`config.mk`:
```
export PLATFORM = sky130hd
export DESIGN_NAME = frame_blitter_flat
export DESIGN_NICKNAME = d
export VERILOG_FILES = /design/src/rtl/frame_blitter_if.sv /design/src/rtl/frame_blitter.sv /design/src/flat_wrapper.sv
export SDC_FILE = /design/constraint.sdc
export NUM_CORES = 1
export LEC_CHECK = 0
export CAP_MARGIN = 20
export CORE_ASPECT_RATIO = 1.2
export CORE_UTILIZATION = 51
export CTS_CLUSTER_SIZE = 40
export DETAILED_ROUTE_END_ITERATION = 8
export PLACE_DENSITY_LB_ADDON = 0.25
export SYNTH_ARGS = -nofsm -noshare
export SYNTH_HDL_FRONTEND = slang
export SYNTH_SLANG_ARGS = --single-unit
```
`constraint.sdc`:
```
create_clock -name vgaClkIn -period 3.81 [get_ports vgaClkIn]
set_input_delay 0.762 -clock vgaClkIn [delete_from_list [all_inputs] [get_ports vgaClkIn]]
set_output_delay 0.762 -clock vgaClkIn [all_outputs]
set_load 0.005 [all_outputs]
```
`src/rtl/frame_blitter_if.sv`:
```
// frame_blitter_if: groups the reader handshake, sprite command stream,
// sprite ROM port and SRAM pins used by the framebuffer writer.
// master = blitter side, slave = reader/ROM/SRAM side.
interface frame_blitter_if;
    logic        blitterStart;
    logic        ackBack;
    logic        enable;
    logic        acknowladge;
    logic        inControl;
    logic        clear_en;
    logic        cmd_valid;
    logic        cmd_ready;
    logic [6:0]  cmd_x;
    logic [7:0]  cmd_y;
    logic [5:0]  cmd_id;
    logic        cmd_last;
    logic [12:0] spr_addr;
    logic [7:0]  spr_data;
    logic [19:0] SRAM_ADDR;
    logic [15:0] SRAM_DQ_out;
    logic        SRAM_DQ_oe;
    logic [15:0] SRAM_DQ_in;
    logic        SRAM_WE_N;
    logic        SRAM_OE_N;
    logic        SRAM_CE_N;
    logic        SRAM_UB_N;
    logic        SRAM_LB_N;

    modport master (
        input  blitterStart, acknowladge, clear_en,
        input  cmd_valid, cmd_x, cmd_y, cmd_id, cmd_last,
        input  spr_data, SRAM_DQ_in,
        output ackBack, enable, inControl, cmd_ready, spr_addr,
        output SRAM_ADDR, SRAM_DQ_out, SRAM_DQ_oe,
        output SRAM_WE_N, SRAM_OE_N, SRAM_CE_N, SRAM_UB_N, SRAM_LB_N
    );

    modport slave (
        output blitterStart, acknowladge, clear_en,
        output cmd_valid, cmd_x, cmd_y, cmd_id, cmd_last,
        output spr_data, SRAM_DQ_in,
        input  ackBack, enable, inControl, cmd_ready, spr_addr,
        input  SRAM_ADDR, SRAM_DQ_out, SRAM_DQ_oe,
        input  SRAM_WE_N, SRAM_OE_N, SRAM_CE_N, SRAM_UB_N, SRAM_LB_N
    );
endinterface

```
`src/rtl/frame_blitter.sv`:
```
// frame_blitter: writer side of the SRAM framebuffer handshake. Takes the
// SRAM when the reader grants it, optionally clears the buffer, draws a list
// of fixed-size sprites (4 bpp, two pixels per byte, high nibble = left
// pixel) and hands the SRAM back.
// Optional macro TRANSPARENCY_EN: pixel index 0 is transparent; each byte is
// read-modify-written, and all-transparent bytes are skipped.
module frame_blitter #(
    parameter logic [19:0] BUF_START   = 20'h00000,
    parameter int          BUF_STRIDE  = 128,
    parameter int          BUF_ROWS    = 120,
    parameter int          SPR_W_BYTES = 8,
    parameter int          SPR_H       = 16,
    parameter logic [3:0]  BG_COLOR    = 4'h0
) (
    input logic             vgaClkIn,
    input logic             reset,
    frame_blitter_if.master bus
);
    localparam logic [19:0] CLR_LAST = 20'(32'(BUF_START) + 32'(BUF_STRIDE * BUF_ROWS) - 32'd1);
    localparam logic [7:0]  C_LAST   = 8'(SPR_W_BYTES - 1);
    localparam logic [7:0]  R_LAST   = 8'(SPR_H - 1);

    typedef enum logic [3:0] {
        IDLE, ACK, CLR_SETUP, CLR_STROBE, CMD_WAIT, ROM_REQ,
        WR_SETUP, WR_STROBE, HANDOFF
`ifdef TRANSPARENCY_EN
        , RD_SETUP, RD_LATCH
`endif
    } state_t;

    state_t      state_q, state_d;
    logic [6:0]  x_q;
    logic [7:0]  y_q;
    logic [5:0]  id_q;
    logic        last_q;
    logic [7:0]  r_q, c_q;
    logic [19:0] addr_q;
    logic [7:0]  wdata_q;
    logic [8:0]  col, row;
    logic [19:0] wr_addr;
    logic        clipped, last_byte, adv;
    state_t      adv_next;
    logic        unused_dq;
`ifdef TRANSPARENCY_EN
    logic [7:0]  spr_q;
    logic [7:0]  merged;
`endif

    assign col       = 9'(x_q) + 9'(c_q);
    assign row       = 9'(y_q) + 9'(r_q);
    assign clipped   = ({23'd0, col} >= 32'(BUF_STRIDE)) || ({23'd0, row} >= 32'(BUF_ROWS));
    assign wr_addr   = 20'(32'(BUF_START) + 32'(row) * 32'(BUF_STRIDE) + 32'(col));
    assign last_byte = (r_q == R_LAST) && (c_q == C_LAST);
    assign adv_next  = last_byte ? (last_q ? HANDOFF : CMD_WAIT) : ROM_REQ;

    assign bus.spr_addr  = 13'(32'(id_q) * 32'(SPR_H * SPR_W_BYTES)
                             + 32'(r_q) * 32'(SPR_W_BYTES) + 32'(c_q));
    assign bus.SRAM_CE_N = 1'b0;
    assign bus.SRAM_LB_N = 1'b0;
    assign bus.SRAM_UB_N = 1'b1;

`ifdef TRANSPARENCY_EN
    assign merged = {(spr_q[7:4] != 4'h0) ? spr_q[7:4] : bus.SRAM_DQ_in[7:4],
                     (spr_q[3:0] != 4'h0) ? spr_q[3:0] : bus.SRAM_DQ_in[3:0]};
    assign unused_dq = ^bus.SRAM_DQ_in[15:8];
`else
    assign unused_dq = ^bus.SRAM_DQ_in;
`endif

    // State register plus command, counter, address and data latches.
    always_ff @(posedge vgaClkIn) begin
        if (!reset) begin
            state_q <= IDLE;
            x_q     <= '0;
            y_q     <= '0;
            id_q    <= '0;
            last_q  <= 1'b0;
            r_q     <= '0;
            c_q     <= '0;
            addr_q  <= '0;
            wdata_q <= '0;
`ifdef TRANSPARENCY_EN
            spr_q   <= '0;
`endif
        end else begin
            state_q <= state_d;
            case (state_q)
                ACK:        addr_q <= BUF_START;
                CLR_STROBE: if (addr_q != CLR_LAST) addr_q <= addr_q + 20'd1;
                CMD_WAIT: begin
                    if (bus.cmd_valid) begin
                        x_q    <= bus.cmd_x;
                        y_q    <= bus.cmd_y;
                        id_q   <= bus.cmd_id;
                        last_q <= bus.cmd_last;
                        r_q    <= '0;
                        c_q    <= '0;
                    end
                end
                ROM_REQ:    if (!clipped) addr_q <= wr_addr;
`ifdef TRANSPARENCY_EN
                RD_SETUP:   spr_q <= bus.spr_data;
                RD_LATCH:   wdata_q <= merged;
`else
                WR_SETUP:   wdata_q <= bus.spr_data;
`endif
                default: ;
            endcase
            if (adv) begin
                if (c_q == C_LAST) begin
                    c_q <= '0;
                    r_q <= r_q + 8'd1;
                end else begin
                    c_q <= c_q + 8'd1;
                end
            end
        end
    end

    // Next-state decode and all handshake / SRAM strobe outputs.
    always_comb begin
        state_d         = state_q;
        adv             = 1'b0;
        bus.ackBack     = 1'b0;
        bus.enable      = 1'b0;
        bus.inControl   = 1'b1;
        bus.cmd_ready   = 1'b0;
        bus.SRAM_ADDR   = addr_q;
        bus.SRAM_DQ_out = 16'h0000;
        bus.SRAM_DQ_oe  = 1'b0;
        bus.SRAM_WE_N   = 1'b1;
        bus.SRAM_OE_N   = 1'b1;
        case (state_q)
            IDLE: begin
                bus.inControl = 1'b0;
                if (bus.blitterStart) state_d = ACK;
            end
            ACK: begin
                bus.ackBack = 1'b1;
                state_d     = bus.clear_en ? CLR_SETUP : CMD_WAIT;
            end
            CLR_SETUP: begin
                bus.SRAM_DQ_out = {8'h00, BG_COLOR, BG_COLOR};
                bus.SRAM_DQ_oe  = 1'b1;
                state_d         = CLR_STROBE;
            end
            CLR_STROBE: begin
                bus.SRAM_DQ_out = {8'h00, BG_COLOR, BG_COLOR};
                bus.SRAM_DQ_oe  = 1'b1;
                bus.SRAM_WE_N   = 1'b0;
                state_d         = (addr_q == CLR_LAST) ? CMD_WAIT : CLR_SETUP;
            end
            CMD_WAIT: begin
                bus.cmd_ready = 1'b1;
                if (bus.cmd_valid) state_d = ROM_REQ;
            end
            ROM_REQ: begin
                if (clipped) begin
                    adv     = 1'b1;
                    state_d = adv_next;
                end else begin
`ifdef TRANSPARENCY_EN
                    state_d = RD_SETUP;
`else
                    state_d = WR_SETUP;
`endif
                end
            end
`ifdef TRANSPARENCY_EN
            RD_SETUP: begin
                bus.SRAM_OE_N = 1'b0;
                state_d       = RD_LATCH;
            end
            RD_LATCH: begin
                bus.SRAM_OE_N = 1'b0;
                if (spr_q == 8'h00) begin
                    adv     = 1'b1;
                    state_d = adv_next;
                end else begin
                    state_d = WR_SETUP;
                end
            end
            WR_SETUP: begin
                bus.SRAM_DQ_out = {8'h00, wdata_q};
                bus.SRAM_DQ_oe  = 1'b1;
                state_d         = WR_STROBE;
            end
`else
            WR_SETUP: begin
                bus.SRAM_DQ_out = {8'h00, bus.spr_data};
                bus.SRAM_DQ_oe  = 1'b1;
                state_d         = WR_STROBE;
            end
`endif
            WR_STROBE: begin
                bus.SRAM_DQ_out = {8'h00, wdata_q};
                bus.SRAM_DQ_oe  = 1'b1;
                bus.SRAM_WE_N   = 1'b0;
                adv             = 1'b1;
                state_d         = adv_next;
            end
            HANDOFF: begin
                bus.enable = 1'b1;
                if (bus.acknowladge) state_d = IDLE;
            end
            default: state_d = IDLE;
        endcase
    end
endmodule

```
`src/flat_wrapper.sv`:
```
// flat-port wrapper written by rule: the top's interface ports become plain ports
module frame_blitter_flat 
#(
    parameter logic [19:0] BUF_START   = 20'h00000,
    parameter int          BUF_STRIDE  = 128,
    parameter int          BUF_ROWS    = 120,
    parameter int          SPR_W_BYTES = 8,
    parameter int          SPR_H       = 16,
    parameter logic [3:0]  BG_COLOR    = 4'h0
)
  (vgaClkIn, reset, bus_blitterStart, bus_acknowladge, bus_clear_en, bus_cmd_valid, bus_cmd_x, bus_cmd_y, bus_cmd_id, bus_cmd_last, bus_spr_data, bus_SRAM_DQ_in, bus_ackBack, bus_enable, bus_inControl, bus_cmd_ready, bus_spr_addr, bus_SRAM_ADDR, bus_SRAM_DQ_out, bus_SRAM_DQ_oe, bus_SRAM_WE_N, bus_SRAM_OE_N, bus_SRAM_CE_N, bus_SRAM_UB_N, bus_SRAM_LB_N);
  frame_blitter_if bus_i ();
  input logic vgaClkIn;
  input logic reset;
  input wire logic [$bits(bus_i.blitterStart)-1:0] bus_blitterStart;
  input wire logic [$bits(bus_i.acknowladge)-1:0] bus_acknowladge;
  input wire logic [$bits(bus_i.clear_en)-1:0] bus_clear_en;
  input wire logic [$bits(bus_i.cmd_valid)-1:0] bus_cmd_valid;
  input wire logic [$bits(bus_i.cmd_x)-1:0] bus_cmd_x;
  input wire logic [$bits(bus_i.cmd_y)-1:0] bus_cmd_y;
  input wire logic [$bits(bus_i.cmd_id)-1:0] bus_cmd_id;
  input wire logic [$bits(bus_i.cmd_last)-1:0] bus_cmd_last;
  input wire logic [$bits(bus_i.spr_data)-1:0] bus_spr_data;
  input wire logic [$bits(bus_i.SRAM_DQ_in)-1:0] bus_SRAM_DQ_in;
  output wire logic [$bits(bus_i.ackBack)-1:0] bus_ackBack;
  output wire logic [$bits(bus_i.enable)-1:0] bus_enable;
  output wire logic [$bits(bus_i.inControl)-1:0] bus_inControl;
  output wire logic [$bits(bus_i.cmd_ready)-1:0] bus_cmd_ready;
  output wire logic [$bits(bus_i.spr_addr)-1:0] bus_spr_addr;
  output wire logic [$bits(bus_i.SRAM_ADDR)-1:0] bus_SRAM_ADDR;
  output wire logic [$bits(bus_i.SRAM_DQ_out)-1:0] bus_SRAM_DQ_out;
  output wire logic [$bits(bus_i.SRAM_DQ_oe)-1:0] bus_SRAM_DQ_oe;
  output wire logic [$bits(bus_i.SRAM_WE_N)-1:0] bus_SRAM_WE_N;
  output wire logic [$bits(bus_i.SRAM_OE_N)-1:0] bus_SRAM_OE_N;
  output wire logic [$bits(bus_i.SRAM_CE_N)-1:0] bus_SRAM_CE_N;
  output wire logic [$bits(bus_i.SRAM_UB_N)-1:0] bus_SRAM_UB_N;
  output wire logic [$bits(bus_i.SRAM_LB_N)-1:0] bus_SRAM_LB_N;
  assign bus_i.blitterStart = bus_blitterStart;
  assign bus_i.acknowladge = bus_acknowladge;
  assign bus_i.clear_en = bus_clear_en;
  assign bus_i.cmd_valid = bus_cmd_valid;
  assign bus_i.cmd_x = bus_cmd_x;
  assign bus_i.cmd_y = bus_cmd_y;
  assign bus_i.cmd_id = bus_cmd_id;
  assign bus_i.cmd_last = bus_cmd_last;
  assign bus_i.spr_data = bus_spr_data;
  assign bus_i.SRAM_DQ_in = bus_SRAM_DQ_in;
  assign bus_ackBack = bus_i.ackBack;
  assign bus_enable = bus_i.enable;
  assign bus_inControl = bus_i.inControl;
  assign bus_cmd_ready = bus_i.cmd_ready;
  assign bus_spr_addr = bus_i.spr_addr;
  assign bus_SRAM_ADDR = bus_i.SRAM_ADDR;
  assign bus_SRAM_DQ_out = bus_i.SRAM_DQ_out;
  assign bus_SRAM_DQ_oe = bus_i.SRAM_DQ_oe;
  assign bus_SRAM_WE_N = bus_i.SRAM_WE_N;
  assign bus_SRAM_OE_N = bus_i.SRAM_OE_N;
  assign bus_SRAM_CE_N = bus_i.SRAM_CE_N;
  assign bus_SRAM_UB_N = bus_i.SRAM_UB_N;
  assign bus_SRAM_LB_N = bus_i.SRAM_LB_N;
  frame_blitter #(.BUF_START(BUF_START), .BUF_STRIDE(BUF_STRIDE), .BUF_ROWS(BUF_ROWS), .SPR_W_BYTES(SPR_W_BYTES), .SPR_H(SPR_H), .BG_COLOR(BG_COLOR)) u_core (.vgaClkIn(vgaClkIn), .reset(reset), .bus(bus_i));
endmodule
```
==> reports/qor.txt <==
======================================================================================
Predominant post-synthesis flop cell .................................... sky130_fd_sc_hd__dfxtp_1
Area growth from synthesis to final layout ..............................       24.70%
Netlist area before placement ...........................................     4863 µm²
Total gr overflow .......................................................            0
Number of distinct standard cells referenced by the synthesized netlist .           67
Largest net degree at the start of global routing .......................           47
Final Hold Vio Count ....................................................            0
TritonCTS clock tree ....................................................          yes
Synth Area in Compound Gates ............................................       23.05%
Endpoint kind of the worst setup timing path ............................ primary output
Clock buffers created by TritonCTS ......................................            9
Vias in the first global route ..........................................         4690
Post-synthesis sequential element count .................................           70
Largest family of logic cells by synthesized area ....................... simple AND/OR/NAND/NOR gates
Power per Cell Area ..................................................... 304.0 nW/µm²
Hold path start ......................................................... u_core.wdata_q[4]
Detailed-route vias per instance ........................................        5.791
Multiplexer share of the synthesized area ...............................       1.235%
Fraction of synthesis flops using an asynchronous set or reset pin ......           0%
Core area ...............................................................     9129 µm²
Post-layout instance area ...............................................     6065 µm²
HPWL Detailed ...........................................................     9.325 mm
Layout Nets .............................................................          791
Classification of the worst setup path ..................................   reg -> out
Mapped Cells ............................................................          621
Leakage .................................................................  0.002492 µW
Die area ................................................................     9933 µm²
Post-synthesis share of cell area spent on and, or, nand and nor gates ..       25.11%
Parity-gate share of the synthesized area counting xor and xnor cells ...       4.502%
Residual DRC ............................................................            0
Number of max-capacitance violations reported ...........................            0
Horizontal die dimension ................................................     91.15 µm
Cell Area, Placed .......................................................     5768 µm²
Setup violations, final .................................................            0
Number of buffer cells added on primary ports ...........................           82
Post-synthesis adder-cell area fraction .................................       11.06%
Worst clock skew ........................................................  0.005522 ns
Final routed wire length divided by cell count ..........................     15.29 µm
Aggregate negative setup slack ..........................................         0 ns
Global-route wire length before repair ..................................     20.82 mm
Die height ..............................................................     109.0 µm
Antenna Violating Nets Remaining ........................................            0
Worst skew pair latency .................................................      0.36 ns
Routed WL ...............................................................     12.60 mm
First-iteration detailed-routing DRC count ..............................          197
Status .................................................................. finished clean
Count of synthesis-stage warnings from yosys ............................            0
Setup slack of the critical path after layout ...........................    0.1530 ns
Headroom to the max-slew limit ..........................................       50.17%
Register Area ...........................................................     1408 µm²
Worst min-delay path category ...........................................   reg -> reg
Final Slew Violations ...................................................            0
Drt pass-1 iters ........................................................            4
Tcrit/Tclk final ........................................................       95.98%
PnR Total Power .........................................................      1844 µW
Mapped Avg Cell Area ....................................................    7.832 µm²
Layout cell share with drive strength beyond 1 ..........................       7.386%
Total routing usage reported by global routing ..........................       26.32%
Sinks on the clock net ..................................................           70
Minimum setup slack after placement .....................................    0.2119 ns
Root Buffer Master ...................................................... sky130_fd_sc_hd__clkbuf_8
Number of top-level design ports ........................................          111
Transition time at the pin with the least slew margin ...................    0.7475 ns
Via count ...............................................................         4772
Antenna violations before repair ........................................            0
Clock Tree Buf Depth ....................................................            2
Placer's final routability congestion estimate ..........................       0.9126
Maximum fanout along the worst path .....................................            7
Reg clk slew, reported paths ............................................      0.08 ns
Worst setup path startpoint ............................................. u_core.r_q[2]
Multi-input combinational cell area .....................................     3222 µm²
Diodes inserted .........................................................            0
Starting density of the core ............................................       53.28%
Minimum clock period ....................................................     3.657 ns
Sequential-to-total area share from yosys stat ..........................       28.81%
Arr. time, crit path ....................................................      2.89 ns
EDFF count, synth .......................................................            0
Fill cells ..............................................................          797
Highest ir drop seen on vdd .............................................    0.2049 mV
Worst Path Required .....................................................      3.05 ns
Setup crit start kind ...................................................     register
Worst reg2reg path startpoint ........................................... u_core.r_q[1]
Maximum operating frequency .............................................    273.5 MHz
H-tree depth ............................................................            3
Number of core rows .....................................................           38
======================================================================================
[report_power, final]
group	internal [µW]	total, µW	leakage [µW]	switching [µW]
registers	750	781	0.000567	31.0
clock network	470	775	0.000122	305
logic	137	288	0.00180	151
[layout by cell type (no fill, tap or decap), types with 13 or more instances in the layout]
cell type,instances
sky130_fd_sc_hd__nor2_1,40
sky130_fd_sc_hd__nand3_1,25
sky130_fd_sc_hd__ha_1,35
sky130_fd_sc_hd__buf_4,15
sky130_fd_sc_hd__a21oi_1,24
sky130_fd_sc_hd__nand2_1,121
sky130_fd_sc_hd__and3_1,13
sky130_fd_sc_hd__dfxtp_1,67
sky130_fd_sc_hd__clkdlybuf4s50_1,79
sky130_fd_sc_hd__a21boi_0,30
sky130_fd_sc_hd__inv_1,21
sky130_fd_sc_hd__o21ai_0,13
sky130_fd_sc_hd__xnor2_1,18
[metal layers]
layer / vias up / GRT usage (%) / wire length (µm)
met5: - / 0 / 0
met2: 188 / 48.97 / 6276
met4: 0 / 14.17 / 399
met3: 32 / 3.068 / 685
li1: 2341 / - / -
met1: 2211 / 29.47 / 5234
[critical path, cell delays in order (launching register included)]
cell	delay, ns
sky130_fd_sc_hd__dfxtp_4	0.38
sky130_fd_sc_hd__ha_1	0.32
sky130_fd_sc_hd__ha_1	0.30
sky130_fd_sc_hd__a21o_1	0.19
sky130_fd_sc_hd__a21oi_2	0.18
sky130_fd_sc_hd__o21bai_1	0.10
sky130_fd_sc_hd__a21oi_2	0.18
sky130_fd_sc_hd__o21bai_1	0.08
sky130_fd_sc_hd__a21oi_1	0.15
sky130_fd_sc_hd__xnor2_1	0.13
sky130_fd_sc_hd__clkdlybuf4s50_1	0.51
[Yosys cell counts (3+ instances only)]
library cell                count  area share, %
sky130_fd_sc_hd__a21o_1         5           0.77
sky130_fd_sc_hd__fa_1           5            2.1
sky130_fd_sc_hd__a21boi_0      30            4.6
sky130_fd_sc_hd__a31oi_1        4           0.51
sky130_fd_sc_hd__o21bai_1       7            1.1
sky130_fd_sc_hd__o21a_1         4           0.62
sky130_fd_sc_hd__or2_2          3           0.39
sky130_fd_sc_hd__nand4_1        9            1.2
sky130_fd_sc_hd__clkbuf_1      21            1.6
sky130_fd_sc_hd__o32ai_1        7            1.3
sky130_fd_sc_hd__a211oi_1       3           0.46
sky130_fd_sc_hd__nand3_1       25            2.6
sky130_fd_sc_hd__nor4_1         5           0.64
sky130_fd_sc_hd__dfxtp_1       70             29
sky130_fd_sc_hd__o22ai_1        5           0.64
sky130_fd_sc_hd__mux2i_1        6            1.2
sky130_fd_sc_hd__buf_4         16            2.5
sky130_fd_sc_hd__o211ai_1       6           0.93
sky130_fd_sc_hd__a21boi_1       6           0.93
sky130_fd_sc_hd__o21ai_0       13            1.3
sky130_fd_sc_hd__o21ai_1        9           0.93
sky130_fd_sc_hd__nor2_1        40            3.1
sky130_fd_sc_hd__xnor2_1       18            3.2
sky130_fd_sc_hd__nand2b_1       9            1.2
sky130_fd_sc_hd__and2_1         3           0.39
sky130_fd_sc_hd__nor3_1        12            1.2
sky130_fd_sc_hd__o2bb2ai_1      3           0.54
sky130_fd_sc_hd__inv_1         21            1.6
sky130_fd_sc_hd__a21oi_1       28            2.9
sky130_fd_sc_hd__xor2_1         7            1.3
sky130_fd_sc_hd__nand2_1      121            9.3
sky130_fd_sc_hd__and3_1        13            1.7
sky130_fd_sc_hd__nand4b_1       3           0.54
sky130_fd_sc_hd__ha_1          35            9.0
sky130_fd_sc_hd__nor2b_1        5           0.64
[repair_timing]
item	CTS	global route
setup endpoints to repair	2	2
buffers inserted	2	0
hold endpoints to repair	0	0
hold buffers	0	0
gates resized for setup	6	5
pin swaps	2	5
[sequential cells by signal, summed over array words and instances (netlist names)]
register              cells
u_core.y_q                8
u_core.id_q               6
u_core.last_q             1
u_core.x_q                7
u_core.r_q                8
u_core.bus.SRAM_ADDR     20
u_core.wdata_q            8
u_core.c_q                8
u_core.state_q            4
[final timing paths]
| path | endpoint | cells after the start | slack [ns] |
|---|---|---|---|
| setup reg to reg | u_core.r_q[5] | 11 | 0.34 |
| setup / recovery | bus_spr_addr[11] | 10 | 0.15 |
| hold reg to reg | u_core.wdata_q[4] | 2 | 0.46 |
| hold / removal | u_core.wdata_q[4] | 2 | 0.46 |
[cells by family (layout without fill, tap and decap cells)]
logic type	after synthesis	count (layout)
flip-flops	70	70
adder cells (fa/ha/maj)	40	40
other	2	12
buffers and inverters	62	135
multiplexers	6	6
AND/OR/NAND/NOR	262	262
AO/OA/AOI/OAI	154	154
XOR/XNOR	25	25
[layout make-up]
type                            instances  area share (%)
Inverter                               21           1.300
Multi-Input combinational cell        499           53.13
Timing Repair Buffer                   98           15.66
Tap cell                              120           2.476
Clock buffer                           11           2.496
Clock inverter                          5           1.733
Sequential cell                        70           23.21
[through the flow]
stage / std cells / util, % / hold slack [ns]
final: 824 / 66.43 / 0.4643
after global routing: 824 / 66.43 / 0.4877
after CTS: 824 / 66.28 / 0.4681
after detailed placement: 806 / 63.19 / 0.4577
after global placement: 806 / 63.19 / 0.4505
after floorplan: 631 / - / 0.4437
Note: power is estimated with default switching activity, not from simulation.
